<file path="src/rtl/chess_pkg.sv">
// Shared chess definitions for the board memory datapath.
//   - piece codes: 0 empty, black 1..6 (P N B R Q K), white 7..12
//   - board_writer FSM state encoding
//   - square type and the {y,x} address mapping shared with address_encoder
package chess_pkg;

  localparam int BOARD_W = 8;

  localparam logic [3:0] EMPTY    = 4'd0;
  localparam logic [3:0] B_PAWN   = 4'd1;
  localparam logic [3:0] B_KNIGHT = 4'd2;
  localparam logic [3:0] B_BISHOP = 4'd3;
  localparam logic [3:0] B_ROOK   = 4'd4;
  localparam logic [3:0] B_QUEEN  = 4'd5;
  localparam logic [3:0] B_KING   = 4'd6;
  localparam logic [3:0] W_PAWN   = 4'd7;
  localparam logic [3:0] W_KNIGHT = 4'd8;
  localparam logic [3:0] W_BISHOP = 4'd9;
  localparam logic [3:0] W_ROOK   = 4'd10;
  localparam logic [3:0] W_QUEEN  = 4'd11;
  localparam logic [3:0] W_KING   = 4'd12;

  // white code = black code + COLOR_OFS
  localparam logic [3:0] COLOR_OFS = W_PAWN - B_PAWN;

  localparam logic [2:0] S_IDLE   = 3'd0;
  localparam logic [2:0] S_INIT   = 3'd1;
  localparam logic [2:0] S_RD_SRC = 3'd2;
  localparam logic [2:0] S_RD_DST = 3'd3;
  localparam logic [2:0] S_WR_DST = 3'd4;
  localparam logic [2:0] S_WR_SRC = 3'd5;
  localparam logic [2:0] S_DONE   = 3'd6;

  typedef struct packed {
    logic [2:0] x;
    logic [2:0] y;
  } square_t;

  function automatic logic [5:0] sq_addr(input square_t s);
    return {s.y, s.x};
  endfunction

endpackage

</file>
<file path="src/rtl/board_writer_if.sv">
// Bundle between board_writer and its neighbours.
//   control side : init_req, move_req, src_x/src_y, dst_x/dst_y -> writer
//                  busy, done, captured, error               <- writer
//   memory side  : address, data_out, write_en                <- writer
//                  rd_data                                    -> writer
// slave  : the writer itself
// master : control plus memory_access (or a testbench standing in for both)
interface board_writer_if;
  logic       init_req;
  logic       move_req;
  logic [3:0] src_x;
  logic [3:0] src_y;
  logic [3:0] dst_x;
  logic [3:0] dst_y;
  logic       busy;
  logic       done;
  logic [3:0] captured;
  logic       error;
  logic [5:0] address;
  logic [3:0] data_out;
  logic       write_en;
  logic [3:0] rd_data;

  modport slave (
    input  init_req, move_req, src_x, src_y, dst_x, dst_y, rd_data,
    output busy, done, captured, error, address, data_out, write_en
  );

  modport master (
    output init_req, move_req, src_x, src_y, dst_x, dst_y, rd_data,
    input  busy, done, captured, error, address, data_out, write_en
  );
endinterface

</file>
<file path="src/rtl/board_writer_init_rom.sv">
// init_rom: combinational starting-position table.
//   addr  in  6  square address {y[2:0], x[2:0]}
//   piece out 4  piece code on that square in the standard opening setup
// Black occupies ranks 0/1, white ranks 6/7; also usable as a VGA test pattern.
module init_rom
  import chess_pkg::*;
(
  input  logic [5:0] addr,
  output logic [3:0] piece
);

  logic [3:0] back_rank;

  // black back rank R N B Q K B N R; white uses the same files offset by colour
  always_comb begin
    back_rank = B_ROOK;
    case (addr[2:0])
      3'd0, 3'd7: back_rank = B_ROOK;
      3'd1, 3'd6: back_rank = B_KNIGHT;
      3'd2, 3'd5: back_rank = B_BISHOP;
      3'd3:       back_rank = B_QUEEN;
      default:    back_rank = B_KING;
    endcase
  end

  always_comb begin
    piece = EMPTY;
    case (addr[5:3])
      3'd0:    piece = back_rank;
      3'd1:    piece = B_PAWN;
      3'd6:    piece = W_PAWN;
      3'd7:    piece = back_rank + COLOR_OFS;
      default: piece = EMPTY;
    endcase
  end

endmodule

</file>
<file path="src/rtl/board_writer.sv">
// board_writer: write-side engine for the 64-square board memory.
//   clk    in  system clock
//   reset  in  asynchronous, active-low
//   bus    slave modport of board_writer_if
//            init_req/move_req + coordinates in, busy/done/captured/error out,
//            address/data_out/write_en out, rd_data in
// Jobs: fill the board with the starting position (64 cycles, one write each)
// or commit a move as read src, read dst, write dst, clear src.
// MEM_RD_LAT (1 or 2) is the synchronous RAM read latency in cycles.
// Build option: define PROMOTION_EN to turn a pawn reaching the last rank
// into a queen of its colour when written to the destination.
module board_writer
  import chess_pkg::*;
#(
  parameter int MEM_RD_LAT = 1
) (
  input  logic           clk,
  input  logic           reset,
  board_writer_if.slave  bus
);

  localparam logic [1:0] RD_WAIT = 2'(MEM_RD_LAT);

  logic [2:0] state_q, state_d;
  logic [5:0] addr_q, addr_d;
  logic [3:0] data_q, data_d;
  logic       we_q, we_d;
  logic       busy_q, busy_d;
  logic       done_q, done_d;
  logic       err_q, err_d;
  logic [3:0] cap_q, cap_d;
  logic [3:0] piece_q, piece_d;
  logic [1:0] wait_q, wait_d;
  square_t    src_q, src_d;
  square_t    dst_q, dst_d;

  logic [5:0] rom_addr;
  logic [3:0] rom_piece;
  logic [3:0] wr_piece;
  logic       bad_move;

  // address_q doubles as the fill counter, so the ROM looks one square ahead
  assign rom_addr = (state_q == S_INIT) ? addr_q + 6'd1 : 6'd0;

  init_rom u_rom (
    .addr  (rom_addr),
    .piece (rom_piece)
  );

  // any coordinate with bit 3 set is off the 8x8 board
  assign bad_move = bus.src_x[3] | bus.src_y[3] | bus.dst_x[3] | bus.dst_y[3] |
                    ((bus.src_x == bus.dst_x) && (bus.src_y == bus.dst_y));

`ifdef PROMOTION_EN
  always_comb begin
    wr_piece = piece_q;
    if (piece_q == B_PAWN && dst_q.y == 3'd7)      wr_piece = B_QUEEN;
    else if (piece_q == W_PAWN && dst_q.y == 3'd0) wr_piece = W_QUEEN;
  end
`else
  assign wr_piece = piece_q;
`endif

  always_comb begin
    state_d = state_q;
    addr_d  = addr_q;
    data_d  = data_q;
    we_d    = 1'b0;
    done_d  = 1'b0;
    err_d   = 1'b0;
    cap_d   = cap_q;
    piece_d = piece_q;
    wait_d  = wait_q;
    src_d   = src_q;
    dst_d   = dst_q;

    case (state_q)
      S_IDLE: begin
        if (bus.init_req) begin
          state_d = S_INIT;
          addr_d  = 6'd0;
          data_d  = rom_piece;
          we_d    = 1'b1;
        end else if (bus.move_req) begin
          if (bad_move) begin
            err_d = 1'b1;
          end else begin
            src_d.x = bus.src_x[2:0];
            src_d.y = bus.src_y[2:0];
            dst_d.x = bus.dst_x[2:0];
            dst_d.y = bus.dst_y[2:0];
            addr_d  = sq_addr(src_d);
            wait_d  = 2'd0;
            state_d = S_RD_SRC;
          end
        end
      end

      S_INIT: begin
        if (addr_q == 6'd63) begin
          state_d = S_DONE;
          done_d  = 1'b1;
        end else begin
          addr_d = addr_q + 6'd1;
          data_d = rom_piece;
          we_d   = 1'b1;
        end
      end

      // address has been stable since entry; rd_data is valid once the
      // wait count reaches the RAM latency
      S_RD_SRC: begin
        if (wait_q == RD_WAIT) begin
          if (bus.rd_data == EMPTY) begin
            err_d   = 1'b1;
            state_d = S_IDLE;
          end else begin
            piece_d = bus.rd_data;
            addr_d  = sq_addr(dst_q);
            wait_d  = 2'd0;
            state_d = S_RD_DST;
          end
        end else begin
          wait_d = wait_q + 2'd1;
        end
      end

      S_RD_DST: begin
        if (wait_q == RD_WAIT) begin
          cap_d   = bus.rd_data;
          addr_d  = sq_addr(dst_q);
          data_d  = wr_piece;
          we_d    = 1'b1;
          state_d = S_WR_DST;
        end else begin
          wait_d = wait_q + 2'd1;
        end
      end

      S_WR_DST: begin
        addr_d  = sq_addr(src_q);
        data_d  = EMPTY;
        we_d    = 1'b1;
        state_d = S_WR_SRC;
      end

      S_WR_SRC: begin
        state_d = S_DONE;
        done_d  = 1'b1;
      end

      default: state_d = S_IDLE;
    endcase

    busy_d = (state_d != S_IDLE);
  end

  always_ff @(posedge clk or negedge reset) begin
    if (!reset) begin
      state_q <= S_IDLE;
      addr_q  <= '0;
      data_q  <= '0;
      we_q    <= 1'b0;
      busy_q  <= 1'b0;
      done_q  <= 1'b0;
      err_q   <= 1'b0;
      cap_q   <= '0;
      piece_q <= '0;
      wait_q  <= '0;
      src_q   <= '0;
      dst_q   <= '0;
    end else begin
      state_q <= state_d;
      addr_q  <= addr_d;
      data_q  <= data_d;
      we_q    <= we_d;
      busy_q  <= busy_d;
      done_q  <= done_d;
      err_q   <= err_d;
      cap_q   <= cap_d;
      piece_q <= piece_d;
      wait_q  <= wait_d;
      src_q   <= src_d;
      dst_q   <= dst_d;
    end
  end

  assign bus.address  = addr_q;
  assign bus.data_out = data_q;
  assign bus.write_en = we_q;
  assign bus.busy     = busy_q;
  assign bus.done     = done_q;
  assign bus.error    = err_q;
  assign bus.captured = cap_q;

endmodule

</file>
<file path="src/flat_wrapper.sv">
// flat-port wrapper written by rule: the top's interface ports become plain ports
module board_writer_flat import chess_pkg::*;
#(
  parameter int MEM_RD_LAT = 1
)
  (clk, reset, bus_init_req, bus_move_req, bus_src_x, bus_src_y, bus_dst_x, bus_dst_y, bus_rd_data, bus_busy, bus_done, bus_captured, bus_error, bus_address, bus_data_out, bus_write_en);
  board_writer_if bus_i ();
  input  logic clk;
  input  logic reset;
  input wire logic [$bits(bus_i.init_req)-1:0] bus_init_req;
  input wire logic [$bits(bus_i.move_req)-1:0] bus_move_req;
  input wire logic [$bits(bus_i.src_x)-1:0] bus_src_x;
  input wire logic [$bits(bus_i.src_y)-1:0] bus_src_y;
  input wire logic [$bits(bus_i.dst_x)-1:0] bus_dst_x;
  input wire logic [$bits(bus_i.dst_y)-1:0] bus_dst_y;
  input wire logic [$bits(bus_i.rd_data)-1:0] bus_rd_data;
  output wire logic [$bits(bus_i.busy)-1:0] bus_busy;
  output wire logic [$bits(bus_i.done)-1:0] bus_done;
  output wire logic [$bits(bus_i.captured)-1:0] bus_captured;
  output wire logic [$bits(bus_i.error)-1:0] bus_error;
  output wire logic [$bits(bus_i.address)-1:0] bus_address;
  output wire logic [$bits(bus_i.data_out)-1:0] bus_data_out;
  output wire logic [$bits(bus_i.write_en)-1:0] bus_write_en;
  assign bus_i.init_req = bus_init_req;
  assign bus_i.move_req = bus_move_req;
  assign bus_i.src_x = bus_src_x;
  assign bus_i.src_y = bus_src_y;
  assign bus_i.dst_x = bus_dst_x;
  assign bus_i.dst_y = bus_dst_y;
  assign bus_i.rd_data = bus_rd_data;
  assign bus_busy = bus_i.busy;
  assign bus_done = bus_i.done;
  assign bus_captured = bus_i.captured;
  assign bus_error = bus_i.error;
  assign bus_address = bus_i.address;
  assign bus_data_out = bus_i.data_out;
  assign bus_write_en = bus_i.write_en;
  board_writer #(.MEM_RD_LAT(MEM_RD_LAT)) u_core (.clk(clk), .reset(reset), .bus(bus_i));
endmodule
</file>
<file path="config.mk">
export PLATFORM = sky130hd
export DESIGN_NAME = board_writer_flat
export DESIGN_NICKNAME = d
export VERILOG_FILES = /design/src/rtl/chess_pkg.sv /design/src/rtl/board_writer_if.sv /design/src/rtl/board_writer_init_rom.sv /design/src/rtl/board_writer.sv /design/src/flat_wrapper.sv
export SDC_FILE = /design/constraint.sdc
export NUM_CORES = 1
export LEC_CHECK = 0
export BUFFER_PORTS_ARGS = -buffer_cell sky130_fd_sc_hd__clkbuf_2
export CAP_MARGIN = 20
export CELL_PAD_IN_SITES_DETAIL_PLACEMENT = 1
export CELL_PAD_IN_SITES_GLOBAL_PLACEMENT = 2
export CORE_MARGIN = 5
export CORE_UTILIZATION = 25
export DETAILED_ROUTE_END_ITERATION = 10
export HOLD_SLACK_MARGIN = 0.15
export PLACE_DENSITY = 0.62
export SLEW_MARGIN = 20
export SYNTH_ARGS = -nofsm -noshare
export SYNTH_HDL_FRONTEND = slang
export SYNTH_SLANG_ARGS = --single-unit
</file>
<file path="constraint.sdc">
create_clock -name clk -period 3 [get_ports clk]
set_clock_uncertainty 0.05 [all_clocks]
set_input_delay 0 -clock clk [delete_from_list [all_inputs] [get_ports clk]]
set_output_delay 0 -clock clk [all_outputs]
set_load 0.05 [all_outputs]
</file>
==> results of run 1 <==
==> cell usage in the layout, fill, tap and decap left out, types with 2 or more instances in the layout <==
master	synthesis	layout
a211o_1	2	2
a21boi_0	2	2
a21oi_1	15	15
a22oi_1	2	2
a31oi_1	3	3
a32oi_1	3	3
and2_1	2	2
buf_4	1	9
clkbuf_2	0	40
clkbuf_8	0	6
dfrtp_1	39	39
dlygate4sd3_1	0	18
ha_1	8	8
inv_1	10	10
mux2_2	21	21
mux2_4	2	2
nand2_1	28	28
nand3_1	9	9
nand4_1	2	2
nor2_1	15	15
nor2b_1	4	4
nor3_1	3	3
nor3b_1	3	3
nor4_1	4	4
o211ai_1	3	3
o21ai_0	21	21
o22ai_1	2	2
o31ai_1	3	3
o32ai_1	2	2
or3_1	2	2
xnor2_1	10	10
xor2_1	3	3
==> logic make-up after synthesis <==
kind of cell	Yosys count	share of synthesized area, %
xor gates and xnor gates	13	4.61
buffers and inverters	26	4.71
DFF	39	39.5
and+or+nand+nor	81	16.9
adders and majority gates	8	4.05
AOI/OAI and AO/OA	71	19.0
muxes	24	11.2
==> power groups by stage <==
stage | Combinational, mW | Sequential [mW] | Clock (mW)
after CTS | 1.76 | 0.853 | 0.404
after global routing | 1.93 | 0.879 | 0.420
final | 1.74 | 0.849 | 0.386
after detailed placement | 1.73 | 0.863 | 0
after global placement | 1.71 | 0.860 | 0
after floorplan | 0.981 | 1.13 | 0
==> routing by layer <==
layer  vias up  part of all wire (%)
met4         0                  0.99
li1       1070                     -
met5         -                     0
met1      1105                    48
met3         6                   2.4
met2        28                    49
==> area by class of cell <==
cell class	instances	share of cell area [%]
Multi-Input combinational cell	197	44.4
Clock inverter	2	0.444
Clock buffer	6	2.66
Tap cell	133	5.36
Sequential cell	39	31.5
Timing Repair Buffer	67	14.4
Inverter	10	1.21
==> critical path: stages, from the launching register on <==
cell,delay (ns)
dfrtp_1,0.50
ha_1,0.40
nand2_1,0.09
mux2_4,0.27
o22ai_2,0.13
mux2_4,0.31
a2111o_1,0.44
o311ai_1,0.27
==> path summary, 6_finish.rpt <==
check	startpoint	end
worst max register to register	u_core.bus.address[0]$_DFFE_PN0P_	u_core.bus.data_out[2]$_DFFE_PN0P_
worst min-delay path	reset	u_core.bus.data_out[2]$_DFFE_PN0P_
worst min register to register	u_core.bus.captured[2]$_DFFE_PN0P_	u_core.bus.captured[2]$_DFFE_PN0P_
worst max-delay path	u_core.bus.address[0]$_DFFE_PN0P_	u_core.bus.data_out[2]$_DFFE_PN0P_
max in group asynchronous	reset	u_core.bus.address[3]$_DFFE_PN0P_
min in group clk	bus_init_req	u_core.bus.data_out[0]$_DFFE_PN0P_
==> through the flow <==
stage | area [sq um] | setup WS (ns) | hold WS [ns]
floorplan | 2470 | 0.404 | -0.346
global placement | 2820 | 0.422 | 0.208
detailed placement | 2820 | 0.384 | 0.215
CTS | 3100 | 0.375 | 0.235
global route | 3100 | 0.228 | 0.223
finish | 3100 | 0.446 | 0.182
==> sequential cells by signal, indices dropped and copies added (netlist names) <==
signal,flops
u_core.state_q,3
u_core.bus.error,1
u_core.bus.busy,1
u_core.wait_q,2
u_core.bus.write_en,1
u_core.bus.address,6
u_core.bus.captured,4
u_core.dst_q,6
u_core.bus.done,1
u_core.piece_q,4
u_core.src_q,6
u_core.bus.data_out,4
==> results.json, run 1 <==
{
  "yosysWarnings": 0,
  "drt_wl_total_mm": 7.26,
  "setup_tns_ns": 0,
  "syn_inst": 262,
  "hp-class": "input pin to async pin",
  "power.static_leakage_nw": 1.41,
  "dp_cells": 428,
  "use_met2_pct": 21.9,
  "first_pass_iters": 4,
  "synthFlopType": "dfrtp_1",
  "post-cts-setup-buffer-count": 0,
  "rrSetupSlack_ns": 0.45,
  "combPwrFrac_pct": 58.5,
  "end_kind": "register",
  "num-nets-final": 352,
  "clockPowerShare_pct": 13.0,
  "grt_pass1_vias": 2322,
  "place.gp.congestion": 0.777,
  "cts.clk_slew.worst_paths_ns": 0.09,
  "drc": 0,
  "clk_latency_ns": 0.29,
  "cts_sinks": 39,
  "synth_commonest_cells": "dfrtp_1 (39), nand2_1 (28), mux2_2 (21), o21ai_0 (21)",
  "cts_tree": "built",
  "htreeDepth": 2,
  "start_util_pct": 25.4,
  "grt_max_degree": 40,
  "tightest_slew_ns": 0.727,
  "internal_power_mw": 1.50,
  "start_kind": "register",
  "ys_top_cells_by_area": "dfrtp_1 (39%), mux2_2 (9.6%), nand2_1 (4.3%), o21ai_0 (4.3%), ha_1 (4.1%)",
  "power.density_nw_per_um2": 958,
  "timing.final.hold_violations": 0,
  "synth_enable_flop_cells": 0,
  "post-route-util_pct": 31.9,
  "synth_top_area_share_pct": 39.5,
  "dp_hpwl_mm": 5.44,
  "use_met3_pct": 1.82,
  "cts_hold_buf": 18,
  "post_synth.cell_area_avg_sq_um": 9.43,
  "use_met1_pct": 17.6,
  "die_w_um": 109,
  "setup-violations-final": 0,
  "nFillCells": 1187,
  "synth_area_sq_um": 2470,
  "rsz0062_at_grt": "no",
  "vias_per_cell": 4.87,
  "gr-total-overflow": 0,
  "grt_first_pass_wirelength_mm": 12.3,
  "switchingPower_mw": 1.47,
  "portBuffers": 41,
  "seq_power_share_pct": 28.6,
  "ir_drop_v": 0.000273,
  "cts_resized": 0,
  "die_h_um": 109,
  "area_delta_synth_final_pct": 25.6,
  "cp.required_ns": 3.15,
  "worstSetupPathType": "register to register",
  "maxSlewHeadroom_pct": 50.9,
  "drive_gt1_share_pct": 26.5,
  "synth.distinct_cells": 56,
  "multi_input_area_sq_um": 1380,
  "cts_root_buffer": "clkbuf_8",
  "maxCapViolations": 0,
  "grt_use_total_pct": 13.0,
  "critPathMaxFanout": 11,
  "rows": 36,
  "post_drt_wl_per_cell_um": 16.0,
  "core_area_sq_um": 9730,
  "first_iter_violations": 61,
  "num_io_pins": 42,
  "arrival_ns": 2.71,
  "busiest_layer": "met2",
  "finalMaxSlewViolations": 0,
  "fmaxAchievable_ghz": 0.392,
  "antenna_cells": 0,
  "clockBufferDepth": 2,
  "period_share_pct": 85.1,
  "switching_share_pct": 49.6,
  "antenna_left": 0,
  "stdcell_count": 454,
  "cts_buffers": 5,
  "synthArstFlopShare_pct": 100,
  "status": "complete, no violations",
  "die_area_sq_um": 12000,
  "ys_seq_area_share_pct": 39.5,
  "vias": 2209,
  "ys_ff_latch": 39,
  "yosysTopAreaCell": "dfrtp_1",
  "finalPower_mw": 2.97,
  "antenna_found_initial": 0,
  "register_area_sq_um": 976,
  "fin_crit_ns": 2.55,
  "reg2reg_depth": 7,
  "synth_nets": 294,
  "yosysMostFrequentCell": "dfrtp_1"
}
Power figures use the tool's default switching activity.
==> run 2, diff against run 1 <==
CORE_ASPECT_RATIO = 0.6   (was not set)
==> run 2 against run 1 <==
Cell count is 0.88% higher. Design area is 2.8% higher. Power increased by 9.1%. Largest power group unchanged.
==> results.json, run 2 (synthesis gave the netlist of run 1 again) <==
{
  "antenna_found_initial": 0,
  "antenna_left": 0,
  "setup.worst_path.start": "u_core.bus.address[0]$_DFFE_PN0P_",
  "place.gp.congestion": 0.786,
  "layout_commonest_cell": "clkbuf_2",
  "finalPower_mw": 3.24,
  "drt_wl_total_mm": 7.80,
  "reg2reg_to": "u_core.bus.data_out[3]$_DFFE_PN0P_",
  "crit_top_cell": "ha_1",
  "rows": 28,
  "drive_gt1_share_pct": 26.9,
  "cts_buffers": 5,
  "rsz0062_at_grt": "no",
  "endpoint": "u_core.bus.data_out[3]$_DFFE_PN0P_",
  "area_delta_synth_final_pct": 29.1,
  "stdcell_count": 458,
  "num_io_pins": 42,
  "grt_use_total_pct": 13.8,
  "maxSlewHeadroom_pct": 37.3,
  "start_util_pct": 25.4,
  "htreeDepth": 2,
  "post-route-util_pct": 32.8,
  "critPathMaxFanout": 11,
  "die_w_um": 138,
  "fmaxAchievable_ghz": 0.373,
  "end_kind": "register",
  "clockBufferDepth": 2,
  "register_area_sq_um": 976,
  "finish.instance_area_sq_um": 3190,
  "die_area_sq_um": 12000,
  "drc": 0,
  "dp_cells": 432,
  "timing.final.hold_violations": 0,
  "num-nets-final": 354,
  "multi_input_area_sq_um": 1380,
  "tightest_slew_ns": 0.941,
  "gr-total-overflow": 0,
  "antenna_cells": 0,
  "finalMaxSlewViolations": 0,
  "layout_common_cells": "clkbuf_2 (40), dfrtp_1 (39), nand2_1 (28), o21ai_0 (21), mux2_2 (21)",
  "cts_root_buffer": "clkbuf_16",
  "setup-violations-final": 0,
  "post_drt_wl_per_cell_um": 17.0,
  "ir_drop_v": 0.000368,
  "cp_slowest_cell": "dfrtp_1",
  "dp_hpwl_mm": 5.92,
  "worstSetupPathType": "register to register",
  "first_iter_violations": 80,
  "cp.required_ns": 3.16,
  "start_kind": "register",
  "grt_max_degree": 40,
  "power.density_nw_per_um2": 1020,
  "cts_tree": "built",
  "grt_first_pass_wirelength_mm": 13.3,
  "first_pass_iters": 4,
  "nFillCells": 1157,
  "crit_chain": "ha_1, xor2_1, a21boi_0, o21a_1, ha_1, a2111oi_0, a31oi_1, a21oi_1",
  "rrSetupSlack_ns": 0.32,
  "die_h_um": 87.0,
  "status": "complete, no violations",
  "power.static_leakage_nw": 1.45,
  "maxCapViolations": 0,
  "cpPeakStageDelay_ns": 0.50,
  "grt_pass1_vias": 2332,
  "portBuffers": 41,
  "setup_tns_ns": 0,
  "core_area_sq_um": 9740,
  "period_share_pct": 89.3,
  "fin_crit_ns": 2.68,
  "hp-class": "input pin to register",
  "r2r_start": "u_core.bus.address[0]$_DFFE_PN0P_",
  "vias": 2211,
  "vias_per_cell": 4.83,
  "cts.clk_slew.worst_paths_ns": 0.06,
  "post-cts-setup-buffer-count": 0,
  "clk_latency_ns": 0.29,
  "reg2reg_depth": 8,
  "place_area_sq_um": 2840,
  "arrival_ns": 2.84,
  "cts_sinks": 39
}
==> run 2: repair_timing <==
action | 4_1_cts | 5_1_grt
setup endpoints to repair | 0 | 0
endpoints found under the hold margin | 65 | 0
hold buffers | 18 | 0
gates resized for setup | 0 | 0
==> run 2: final cells by class <==
class | instances | share of cell area, %
clock buffers | 5 | 3.92
multi-input cells | 197 | 43.2
flip-flops and latches | 39 | 30.6
inverters | 10 | 1.18
repair buffers | 69 | 14.4
well taps | 135 | 5.29
clock inverters | 3 | 1.37
==> run 2: where the power goes <==
| part | internal [mW] | leakage, nW | switching, mW |
|---|---|---|---|
| registers | 0.702 | 0.507 | 0.149 |
| logic | 0.620 | 0.864 | 1.16 |
| clock network | 0.392 | 0.0838 | 0.218 |
==> run 2: metal layers <==
metal / vias to the layer above / track usage (%) / part of all wire (%)
met2: 43 / 18.6 / 37
met5: - / 0 / 0
met4: 0 / 2.42 / 0.73
li1: 1084 / - / -
met3: 8 / 3.29 / 4.2
met1: 1076 / 22.0 / 58
==> run 2: worst min path at each step <==
stage	to	slack (ns)	start	depth (start not counted)
5_1_grt	u_core.bus.data_out[1]$_DFFE_PN0P_	0.30	bus_init_req	4
3_3_place_gp	u_core.bus.captured[2]$_DFFE_PN0P_	0.19	reset	1
6_report	u_core.bus.data_out[1]$_DFFE_PN0P_	0.25	bus_init_req	4
2_1_floorplan	u_core.bus.address[0]$_DFFE_PN0P_	-0.35	reset	0
3_5_place_dp	u_core.bus.captured[2]$_DFFE_PN0P_	0.19	reset	1
4_1_cts	u_core.bus.data_out[1]$_DFFE_PN0P_	0.25	bus_init_req	4
==> run 2: stage by stage <==
stage / hold slack, ns / setup slack [ns]
6_report: 0.248 / 0.322
5_1_grt: 0.302 / 0.0367
4_1_cts: 0.246 / 0.285
3_5_place_dp: 0.190 / 0.340
3_3_place_gp: 0.190 / 0.426
2_1_floorplan: -0.346 / 0.404
==> run 2: critical path, delay by kind of cell (launching register included) <==
| family | cells | cell delay (ns) |
|---|---|---|
| AO/OA/AOI/OAI | 5 | 1.09 |
| adder cells (fa/ha/maj) | 2 | 0.63 |
| flip-flops | 1 | 0.50 |
| XOR/XNOR | 1 | 0.34 |
==> run 3, diff against run 2 <==
PLACE_DENSITY = 0.6   (was 0.62)
SLEW_MARGIN = 10   (was 20)
SYNTH_HIERARCHICAL = 1   (was not set)
==> run 3 against run 2 <==
Critical path depth up 1. Synthesized area down 3.1%. Worst setup slack better by 0.029 ns. First-iteration DRC count up 39%. Core utilization up 0.74 points. Largest cell class unchanged. Hold slack worse by 0.052 ns. Count of clock-buffer cells in the layout up 1. Register-to-register slack better by 0.03 ns.
==> results.json, run 3 <==
{
  "layout_commonest_cell": "clkbuf_2",
  "place.gp.congestion": 0.730,
  "synth_commonest_cells": "dfrtp_1 (39), mux2_2 (20), nand2_1 (15)",
  "ys_ff_latch": 39,
  "cp.required_ns": 3.12,
  "first_pass_iters": 4,
  "use_met2_pct": 18.5,
  "synth_enable_flop_cells": 0,
  "setup_tns_ns": 0,
  "r2r_start": "u_core/state_q[1]$_DFF_PN0_",
  "nFillCells": 1075,
  "cp_slowest_cell": "or3b_1",
  "vias": 1929,
  "finalMaxSlewViolations": 0,
  "cts_resized": 0,
  "core_area_sq_um": 9260,
  "cpPeakStageDelay_ns": 0.47,
  "muxShareOfSynthArea_pct": 15.5,
  "critPathMaxFanout": 6,
  "grt_pass1_vias": 2151,
  "post_synth.cell_area_avg_sq_um": 11.0,
  "multi_input_area_sq_um": 1310,
  "status": "complete, no violations",
  "setup.worst_path.start": "u_core/state_q[1]$_DFF_PN0_",
  "die_h_um": 85.8,
  "drt_wl_total_mm": 6.91,
  "min_from": "bus_init_req",
  "drc": 0,
  "first_iter_violations": 111,
  "fmaxAchievable_ghz": 0.378,
  "start_util_pct": 25.9,
  "rsz0062_at_grt": "no",
  "ys_top_cells_by_area": "dfrtp_1 (41%), mux2_2 (9.4%), mux2_4 (5.6%), ha_1 (3.7%), xnor2_1 (2.9%)",
  "maxCapViolations": 0,
  "post_drt_wl_per_cell_um": 16.7,
  "grt_first_pass_wirelength_mm": 11.6,
  "synth_nets": 249,
  "synth_top_family_by_area": "compound AO/OA/AOI/OAI gates",
  "stdcell_count": 414,
  "dp_hpwl_mm": 5.10,
  "cts_root_buffer": "clkbuf_16",
  "synthArstFlopShare_pct": 100,
  "switchingPower_mw": 1.54,
  "use_met3_pct": 3.28,
  "cts_hold_buf": 20,
  "cts.clk_slew.worst_paths_ns": 0.06,
  "clk_latency_ns": 0.29,
  "drive_gt1_share_pct": 35.2,
  "worst_slack_ns": 0.352,
  "synthFlopType": "dfrtp_1",
  "timing.final.hold_violations": 0,
  "internal_power_mw": 1.86,
  "crit_chain": "or3b_1, nor2_1, inv_1, ha_1, or3_4, a21oi_2, o22ai_1, a22o_1, mux2_2",
  "synth.distinct_cells": 57,
  "seq_power_share_pct": 25.9,
  "area_delta_synth_final_pct": 29.5,
  "antenna_found_initial": 0,
  "synth_area_sq_um": 2390,
  "layout_common_cells": "clkbuf_2 (41), dfrtp_1 (39), dlygate4sd3_1 (21), mux2_2 (20), nand2_1 (15)",
  "combPwrFrac_pct": 58.2,
  "yosys.area_share.xor_xnor_pct": 4.34,
  "num_io_pins": 42,
  "syn_inst": 218,
  "hp-class": "input pin to register",
  "clockBufferDepth": 2,
  "rows": 27,
  "worstSetupPathType": "register to register",
  "num-nets-final": 315,
  "synth_compound_area_share_pct": 15.8,
  "power.static_leakage_nw": 1.38,
  "grt_use_total_pct": 12.8,
  "antenna_cells": 0,
  "portBuffers": 41,
  "dp_cells": 385,
  "cts_sinks": 39,
  "finish.instance_area_sq_um": 3100,
  "maxSlewHeadroom_pct": 45.8,
  "fin_crit_ns": 2.65,
  "register_area_sq_um": 976,
  "vias_per_cell": 4.66,
  "cts_tree": "built",
  "htreeDepth": 2,
  "period_share_pct": 88.3,
  "yosysMostFrequentCell": "dfrtp_1",
  "place_ws_ns": 0.356,
  "ys_seq_area_share_pct": 40.8,
  "worst_hold_slack_ns": 0.196,
  "place_area_sq_um": 2730,
  "start_kind": "register",
  "setup-violations-final": 0,
  "busiest_layer": "met1",
  "die_area_sq_um": 11700,
  "yosysTopAreaCell": "dfrtp_1",
  "switching_share_pct": 45.2,
  "synth_top_area_share_pct": 40.8,
  "use_met1_pct": 18.8,
  "post-cts-setup-buffer-count": 0,
  "synthSimpleGateAreaFrac_pct": 15.3,
  "end_kind": "register",
  "ir_drop_v": 0.000239,
  "yosysWarnings": 6,
  "cts_buffers": 5,
  "clockPowerShare_pct": 15.8,
  "synth_adder_area_share_pct": 3.66,
  "antenna_left": 0,
  "tightest_slew_ns": 0.811,
  "arrival_ns": 2.77,
  "gr-total-overflow": 0,
  "grt_max_degree": 40,
  "die_w_um": 136,
  "power.density_nw_per_um2": 1100
}
-- run 3: area by class of cell --
class | count | area share (%)
clock buffer | 6 | 4.48
timing repair buffer | 67 | 15.0
inverter | 12 | 1.45
multi-input combinational | 159 | 42.2
clock inverter | 1 | 0.161
sequential | 39 | 31.5
tap | 130 | 5.25
-- run 3: per-stage QoR --
| step | utilization, % | power (mW) |
|---|---|---|
| 6_report | 33.5 | 3.40 |
| 5_1_grt | 33.5 | 3.68 |
| 4_1_cts | 33.2 | 3.44 |
| 2_1_floorplan | - | 2.39 |
| 3_3_place_gp | 29.5 | 2.84 |
| 3_5_place_dp | 29.5 | 2.85 |
-- run 3: path summary, 6_finish.rpt --
check / slack [ns] / cells past startpoint / end
min in group asynchronous: 0.61 / 3 / u_core/dst_q[5]$_DFFE_PN0P_
min: 0.20 / 4 / u_core/bus.busy$_DFF_PN0_
max in group asynchronous: 1.83 / 4 / u_core/bus.address[0]$_DFFE_PN0P_
min reg2reg: 0.46 / 1 / u_core/bus.captured[0]$_DFFE_PN0P_
max: 0.35 / 9 / u_core/bus.data_out[0]$_DFFE_PN0P_
max reg2reg: 0.35 / 9 / u_core/bus.data_out[0]$_DFFE_PN0P_
-- run 3: cells by family (layout without fill, tap and decap cells) --
family                   after synthesis  count (layout)
multiplexers                          30              30
AO/OA/AOI/OAI                         49              49
buffers and inverters                 20              86
AND/OR/NAND/NOR                       62              62
XOR/XNOR                              11              11
flip-flops                            39              39
adder cells (fa/ha/maj)                7               7
-- run 3: critical path: cells and delay by family (launching register included) --
kind	cells	cell delay (ns)
buffers and inverters	1	0.10
AO/OA/AOI/OAI	3	0.45
multiplexers	1	0.26
flip-flops	1	0.37
AND/OR/NAND/NOR	3	1.09
adder cells (fa/ha/maj)	1	0.22
-- run 3: layer usage --
layer | routed length (um) | part of all wire, % | up-vias
met5 | 0 | 0 | -
met4 | 71 | 1.0 | 0
met3 | 307 | 4.4 | 7
met2 | 2760 | 40 | 33
met1 | 3770 | 55 | 966
li1 | - | - | 923
-- run 3: power groups by stage --
stage,sequential (mW),clock (mW),combinational [mW]
2_1_floorplan,1.21,0,1.17
3_3_place_gp,0.888,0,1.95
3_5_place_dp,0.893,0,1.96
4_1_cts,0.884,0.559,1.99
5_1_grt,0.911,0.590,2.18
6_report,0.883,0.539,1.98
